<file path="src/rtl/mera_bus_pkg.sv">
// rtl/mera_bus_pkg.sv - shared MERA-400 system-bus widths, idle levels and arbiter states
//
// Purpose: common definitions for sysbus_arb, mem_elwro_sram and later bus devices.
// Ports: none (package).
package mera_bus_pkg;

  localparam int NB_W = 4;
  localparam int AD_W = 16;
  localparam int DT_W = 16;

  // Bus lines are active low, so an undriven (idle) bus reads as all ones.
  localparam logic            CMD_IDLE = 1'b1;
  localparam logic [NB_W-1:0] NB_IDLE  = '1;
  localparam logic [AD_W-1:0] AD_IDLE  = '1;
  localparam logic [DT_W-1:0] DT_IDLE  = '1;

  typedef enum logic [1:0] {
    ST_IDLE  = 2'd0,
    ST_GRANT = 2'd1,
    ST_XFER  = 2'd2,
    ST_DONE  = 2'd3
  } arb_state_e;

endpackage

</file>
<file path="src/rtl/rr_pick.sv">
// rtl/rr_pick.sv - combinational round-robin request picker
//
// Purpose: choose the first requesting channel at or after last+1 (mod CHANNELS).
// Ports:
//   req    in  CHANNELS  request vector, high = requesting
//   last   in  IDX_W     index of the most recently granted channel
//   valid  out 1         at least one request present
//   winner out IDX_W     chosen channel index (0 when valid is low)
module rr_pick #(
  parameter int CHANNELS = 2,
  parameter int IDX_W    = (CHANNELS > 1) ? $clog2(CHANNELS) : 1
) (
  input  logic [CHANNELS-1:0] req,
  input  logic [IDX_W-1:0]    last,
  output logic                valid,
  output logic [IDX_W-1:0]    winner
);

  int unsigned      idx;
  logic [IDX_W-1:0] idx_w;

  always_comb begin
    valid  = 1'b0;
    winner = '0;
    idx    = 0;
    idx_w  = '0;
    // Walk the ring once starting just after the last winner; first hit wins.
    for (int k = 0; k < CHANNELS; k++) begin
      idx   = (int'(last) + 1 + k) % CHANNELS;
      idx_w = IDX_W'(idx);
      if (!valid && req[idx_w]) begin
        valid  = 1'b1;
        winner = idx_w;
      end
    end
  end

endmodule

</file>
<file path="src/rtl/sysbus_arb.sv">
// rtl/sysbus_arb.sv - round-robin system-bus arbiter and memory switch
//
// Purpose: grants the single memory module to one of CHANNELS bus masters at a
// time, routes the winner's command/address/data lines to memory and returns
// ok_/read data or a no-answer (en_) indication to the winner only.
// Ports:
//   clk, rst                 clock, synchronous active-high reset
//   zg, zz                   per-master bus request / bus-in-use (hold grant)
//   zw                       per-master grant, one-hot or zero
//   m_w_, m_r_, m_s_         per-master write/read/special command (active low)
//   m_nb_, m_ad_, m_dt_      per-master block, address, write data (packed per channel)
//   m_ok_, m_en_             per-master acknowledge / no-answer (granted master only)
//   m_rdt_                   read data broadcast (all ones unless acknowledged)
//   w_, r_, s_, nb_, ad_, dt_ command and lines to memory
//   rok_, rdt_               memory acknowledge and read data
module sysbus_arb
  import mera_bus_pkg::*;
#(
  parameter int          CHANNELS      = 2,
  parameter logic [7:0]  TIMEOUT_TICKS = 8'd250
) (
  input  logic                     clk,
  input  logic                     rst,
  input  logic [CHANNELS-1:0]      zg,
  input  logic [CHANNELS-1:0]      zz,
  output logic [CHANNELS-1:0]      zw,
  input  logic [CHANNELS-1:0]      m_w_,
  input  logic [CHANNELS-1:0]      m_r_,
  input  logic [CHANNELS-1:0]      m_s_,
  input  logic [NB_W*CHANNELS-1:0] m_nb_,
  input  logic [AD_W*CHANNELS-1:0] m_ad_,
  input  logic [DT_W*CHANNELS-1:0] m_dt_,
  output logic [CHANNELS-1:0]      m_ok_,
  output logic [CHANNELS-1:0]      m_en_,
  output logic [DT_W-1:0]          m_rdt_,
  output logic                     w_,
  output logic                     r_,
  output logic                     s_,
  output logic [NB_W-1:0]          nb_,
  output logic [AD_W-1:0]          ad_,
  output logic [DT_W-1:0]          dt_,
  input  logic                     rok_,
  input  logic [DT_W-1:0]          rdt_
);

  localparam int IDX_W = (CHANNELS > 1) ? $clog2(CHANNELS) : 1;

  arb_state_e          state_q, state_d;
  logic [IDX_W-1:0]    gnt_q, gnt_d;
  logic [IDX_W-1:0]    last_q, last_d;
  logic [CHANNELS-1:0] zw_q, zw_d;
  logic [7:0]          timer_q, timer_d;
  logic                en_q, en_d;

  logic                pick_valid;
  logic [IDX_W-1:0]    pick_idx;
  logic                cmd_active;
  logic                ok_now;

  rr_pick #(
    .CHANNELS (CHANNELS),
    .IDX_W    (IDX_W)
  ) u_pick (
    .req    (zg),
    .last   (last_q),
    .valid  (pick_valid),
    .winner (pick_idx)
  );

  assign cmd_active = !(m_w_[gnt_q] & m_r_[gnt_q] & m_s_[gnt_q]);

  // Acknowledge tracks rok_ directly while a command is on the bus; once a
  // command has timed out a late rok_ must not be reported as success.
  assign ok_now = !rok_ && ((state_q == ST_XFER) || (state_q == ST_DONE && !en_q));

  always_comb begin
    state_d = state_q;
    gnt_d   = gnt_q;
    last_d  = last_q;
    zw_d    = zw_q;
    timer_d = timer_q;
    en_d    = en_q;
    case (state_q)
      ST_IDLE: begin
        if (pick_valid) begin
          zw_d           = '0;
          zw_d[pick_idx] = 1'b1;
          gnt_d          = pick_idx;
          last_d         = pick_idx;
          state_d        = ST_GRANT;
        end
      end
      ST_GRANT: begin
        // Release is only evaluated here, so dropping zg mid-command is harmless.
        if (cmd_active) begin
          timer_d = '0;
          state_d = ST_XFER;
        end else if (!zg[gnt_q] && !zz[gnt_q]) begin
          zw_d    = '0;
          state_d = ST_IDLE;
        end
      end
      ST_XFER: begin
        timer_d = (timer_q == 8'hFF) ? timer_q : timer_q + 8'd1;
        if (!rok_) begin
          state_d = ST_DONE;
        end else if (timer_q == TIMEOUT_TICKS - 8'd1) begin
          en_d    = 1'b1;
          state_d = ST_DONE;
        end
      end
      ST_DONE: begin
        if (!cmd_active) begin
          en_d    = 1'b0;
          state_d = ST_GRANT;
        end
      end
      default: state_d = ST_IDLE;
    endcase
  end

  always_ff @(posedge clk) begin
    if (rst) begin
      state_q <= ST_IDLE;
      gnt_q   <= '0;
      last_q  <= IDX_W'(CHANNELS - 1);
      zw_q    <= '0;
      timer_q <= '0;
      en_q    <= 1'b0;
    end else begin
      state_q <= state_d;
      gnt_q   <= gnt_d;
      last_q  <= last_d;
      zw_q    <= zw_d;
      timer_q <= timer_d;
      en_q    <= en_d;
    end
  end

  assign zw = zw_q;

  // Memory-side mux and master-side demux, steered by the registered grant.
  always_comb begin
    m_ok_  = '1;
    m_en_  = '1;
    m_rdt_ = DT_IDLE;
    w_     = CMD_IDLE;
    r_     = CMD_IDLE;
    s_     = CMD_IDLE;
    nb_    = NB_IDLE;
    ad_    = AD_IDLE;
    dt_    = DT_IDLE;
    if (state_q != ST_IDLE) begin
      w_  = m_w_[gnt_q];
      r_  = m_r_[gnt_q];
      s_  = m_s_[gnt_q];
      nb_ = m_nb_[int'(gnt_q)*NB_W +: NB_W];
      ad_ = m_ad_[int'(gnt_q)*AD_W +: AD_W];
      dt_ = m_dt_[int'(gnt_q)*DT_W +: DT_W];
    end
    if (ok_now) begin
      m_ok_[gnt_q] = 1'b0;
      m_rdt_       = rdt_;
    end
    if (en_q) begin
      m_en_[gnt_q] = 1'b0;
    end
  end

endmodule

</file>
<file path="config.mk">
export PLATFORM = sky130hd
export DESIGN_NAME = sysbus_arb
export DESIGN_NICKNAME = d
export VERILOG_FILES = /design/src/rtl/mera_bus_pkg.sv /design/src/rtl/rr_pick.sv /design/src/rtl/sysbus_arb.sv
export SDC_FILE = /design/constraint.sdc
export NUM_CORES = 1
export LEC_CHECK = 0
export CAP_MARGIN = 20
export CORE_MARGIN = 2
export CORE_UTILIZATION = 31
export DETAILED_ROUTE_END_ITERATION = 6
export GPL_ROUTABILITY_DRIVEN = 0
export HOLD_SLACK_MARGIN = 0.12
export PLACE_DENSITY = 0.92
export SLEW_MARGIN = 30
export SYNTH_ARGS = -nofsm -noshare
export SYNTH_HDL_FRONTEND = slang
export SYNTH_SLANG_ARGS = --single-unit
</file>
<file path="constraint.sdc">
create_clock -name clk -period 2.5 [get_ports clk]
set_input_delay 0.25 -clock clk [delete_from_list [all_inputs] [get_ports clk]]
set_output_delay 0.25 -clock clk [all_outputs]
set_load 0.05 [all_outputs]
</file>
==> results.py, run 1 <==
metrics = {
    "global_route": {
        "grt_pass1_vias": 2430,
        "overflow": 0,
        "grt_pass1_wl_mm": 11.69,
        "antenna_found_initial": 0,
        "grt_max_degree": 52,
        "track_usage_pct": 22.99,
    },
    "cts": {
        "cts.clk_slew.worst_paths_ns": 0.06,
        "numClockSinks": 15,
        "cts_resized": 0,
        "cts_buffer_depth": 2,
        "h-tree-depth": 1,
        "cts_tree": "yes",
        "postCtsSetupRepairBufs": 0,
        "cts_buffers": 3,
        "cts_hold_buf": 0,
        "clk_root_buffer_cell": "clkbuf_8",
        "clock_latency_ns": 0.25,
    },
    "critical_path": {
        "crit_path_start": "state_q[0]$_SDFFE_PP0P_",
        "startpoint_type": "flip-flop",
        "critical_path_required_ns": 2.25,
        "worstSetupPathType": "reg2out",
        "endpoint": "m_rdt_[9]",
        "worst-r2r-setup-slack_ns": 0.51,
        "end_kind": "output port",
        "cp_data_arrival_time_ns": 1.96,
        "reg2reg_to": "zw[1]$_SDFFE_PP0P_",
        "r2r_start": "state_q[0]$_SDFFE_PP0P_",
        "reg2regPathDepth": 7,
        "crit_fanout": 18,
    },
    "route": {
        "routed_wl_mm": 7.655,
        "wl_per_cell_um": 16.86,
        "drt_iter0_drc": 182,
        "ant_nets": 0,
        "drt-pass1-iter-count": 4,
        "vias_per_cell": 5.181,
        "drc": 0,
        "vias": 2352,
    },
    "finish": {
        "num_antenna_cells": 0,
        "stdcell_count": 454,
        "final_layout_size_suffix_gt1_share_pct": 19.63,
        "areaGrowthSynthToFinish_pct": 128.2,
        "nets": 491,
        "utilization_pct": 73.57,
    },
    "sta": {
        "period_minus_slack_ns": 2.208,
        "tightestPinTransition_ns": 0.6827,
        "whs_ns": 0.4741,
        "min_period_over_period_pct": 88.31,
        "fmax_mhz": 453.0,
        "rsz0062_at_grt": "false",
        "final_max_slew_viol_count": 0,
        "setup_violations": 0,
        "final-hold-violation-count": 0,
        "slew_headroom_pct": 54.13,
        "tns_ns": 0,
        "fin_skew_ns": 0.0005745,
    },
    "pwr": {
        "p_leak_nw": 1.636,
        "power_density_nw_per_um2": 554.5,
        "ir_worst_vdd_uv": 428.4,
    },
    "die": {
        "fp-row-count": 27,
        "fp.dieH_um": 79.68,
        "coreArea_um2": 5507,
        "start_util_pct": 32.24,
        "top_level_ports": 162,
        "dieArea_um2": 6349,
        "die_x_um": 79.68,
    },
    "placement": {
        "hpwl_mm": 6.334,
        "port_buffers": 161,
        "place_inst": 450,
    },
    "yosys": {
        "syn_inst": 231,
        "synthesis.area_um2": 1775,
        "netlist_top_cells_area": "a211o_1 (19%), dfxtp_1 (17%), nor2b_1 (14%), or3_1 (6.3%), ha_1 (4.9%)",
        "yosys-top-cells-count": "nor2b_1 (41), a211o_1 (38), or3_1 (18)",
        "synth_xor_area_share_pct": 0,
        "synth_simple_gate_area_share_pct": 36.86,
        "postSynth.asyncResetShare_pct": 0,
        "synth_top_family_by_area": "simple AND/OR/NAND/NOR gates",
        "yosysTopAreaCellShare_pct": 18.75,
        "synth_fa_ha_area_share_pct": 4.933,
        "synth_nets": 339,
        "synth.most_common_cell": "nor2b_1",
        "synth-compound-area-share_pct": 33.62,
        "yosys_warnings": 0,
        "synth-edff-count": 0,
        "netlist.top_cell.by_area": "a211o_1",
        "yosysSeqAreaShare_pct": 16.91,
        "ys_types": 38,
        "avgSynthCellArea_um2": 7.686,
        "synth-seq-cells": 15,
        "ys.flop_type": "dfxtp_1",
        "synthMuxAreaShare_pct": 1.762,
    },
    "worst_hold_path": {
        "holdCritPathClass": "reg2reg",
    },
    "outcome": {
        "status": "completed",
    },
    "job": {
        "drv_cap": 0,
    },
}
[layer usage]
layer	up-vias	GRT usage [%]	part of all wire, %
li1	1163	-	-
met1	1075	25.27	38
met2	101	43.87	54
met3	13	4.525	6.0
met4	0	6.897	2.4
met5	-	0	0
[per-stage QoR]
stage          power (mW)  worst slack [ns]  cell area, um^2
3_3_place_gp        2.028            0.4609             4004
4_1_cts             2.257           0.05092             4049
5_1_grt             2.342            0.1192             4051
3_5_place_dp        2.054            0.3321             4004
6_report            2.247            0.2924             4051
2_1_floorplan       1.169            0.2727             1775
[area by class of cell]
type | instances | area [um^2]
multi-input cells | 190 | 1373
well taps | 72 | 90.09
repair buffers | 165 | 2212
flip-flops and latches | 15 | 301.5
inverters | 8 | 30.03
fillers | 355 | 1455
clock buffers | 4 | 45.04
[state kept, by name, indices dropped and copies added (netlist names)]
name	cells
en_q	1
gnt_q	1
last_q	1
state_q	2
timer_q	8
zw	2
[worst min path at each step]
| stage | start | endpoint | slack (ns) | depth (start not counted) |
|---|---|---|---|---|
| 6_report | zw[0]$_SDFFE_PP0P_ | zw[0]$_SDFFE_PP0P_ | 0.47 | 2 |
| 5_1_grt | zw[0]$_SDFFE_PP0P_ | zw[0]$_SDFFE_PP0P_ | 0.50 | 2 |
| 4_1_cts | zw[0]$_SDFFE_PP0P_ | zw[0]$_SDFFE_PP0P_ | 0.48 | 2 |
| 3_5_place_dp | zw[0]$_SDFFE_PP0P_ | zw[0]$_SDFFE_PP0P_ | 0.47 | 2 |
| 3_3_place_gp | zw[0]$_SDFFE_PP0P_ | zw[0]$_SDFFE_PP0P_ | 0.46 | 2 |
| 2_1_floorplan | rst | state_q[1]$_SDFFE_PP0P_ | 0.44 | 3 |
[power breakdown]
group	internal, mW	leakage (nW)	switching (mW)
logic	0.832	1.49	0.937
clock network	0.113	0.0228	0.0858
registers	0.256	0.122	0.0228
[worst max-delay path, stage by stage, from the launching register on]
cell and delay, ns:
dfxtp_1 0.39, inv_1 0.10, ha_1 0.32, nor2_2 0.50
or3_1 0.25, buf_12 0.15
[cell usage in the layout, fill, tap and decap left out, drive strengths merged, types with 3 or more instances in the layout]
master,n
buf,61
nor2,8
inv,8
dfxtp,15
nand2,10
a21oi,12
a211o,38
or4,5
nor3,4
ha,7
nand2b,4
o31ai,7
nand3,4
clkbuf,4
nor2b,41
a31oi,3
o21ai,6
clkdlybuf4s50,104
or3,18
[cells by family (layout without fill, tap and decap cells)]
| family | Yosys count | in the layout |
|---|---|---|
| adders and majority gates | 7 | 7 |
| buffers and inverters | 26 | 177 |
| AOI/OAI and AO/OA | 74 | 74 |
| muxes | 3 | 3 |
| and+or+nand+nor | 106 | 106 |
| DFF | 15 | 15 |
Power figures use the tool's default switching activity.
==> run 2, diff against run 1 <==
--- a/config.mk
+++ b/config.mk
@@ -5,6 +5,7 @@
 export SDC_FILE = /design/constraint.sdc
 export NUM_CORES = 1
 export LEC_CHECK = 0
+export ABC_CLOCK_PERIOD_IN_PS = 2500
 export CAP_MARGIN = 20
 export CORE_MARGIN = 2
 export CORE_UTILIZATION = 31
==> results of run 2 <==
Same layout as run 1: the final DEF is identical, and so are final timing and power.
==> run 3, diff against run 2 <==
--- a/config.mk
+++ b/config.mk
@@ -9,6 +9,7 @@
 export CAP_MARGIN = 20
 export CORE_MARGIN = 2
 export CORE_UTILIZATION = 31
+export CTS_CLUSTER_DIAMETER = 100
 export DETAILED_ROUTE_END_ITERATION = 6
 export GPL_ROUTABILITY_DRIVEN = 0
 export HOLD_SLACK_MARGIN = 0.12
@@ -17,3 +18,4 @@
 export SYNTH_ARGS = -nofsm -noshare
 export SYNTH_HDL_FRONTEND = slang
 export SYNTH_SLANG_ARGS = --single-unit
+export TNS_END_PERCENT = 20
==> results of run 3 <==
Same layout as run 1: the final DEF is identical, and so are final timing and power.
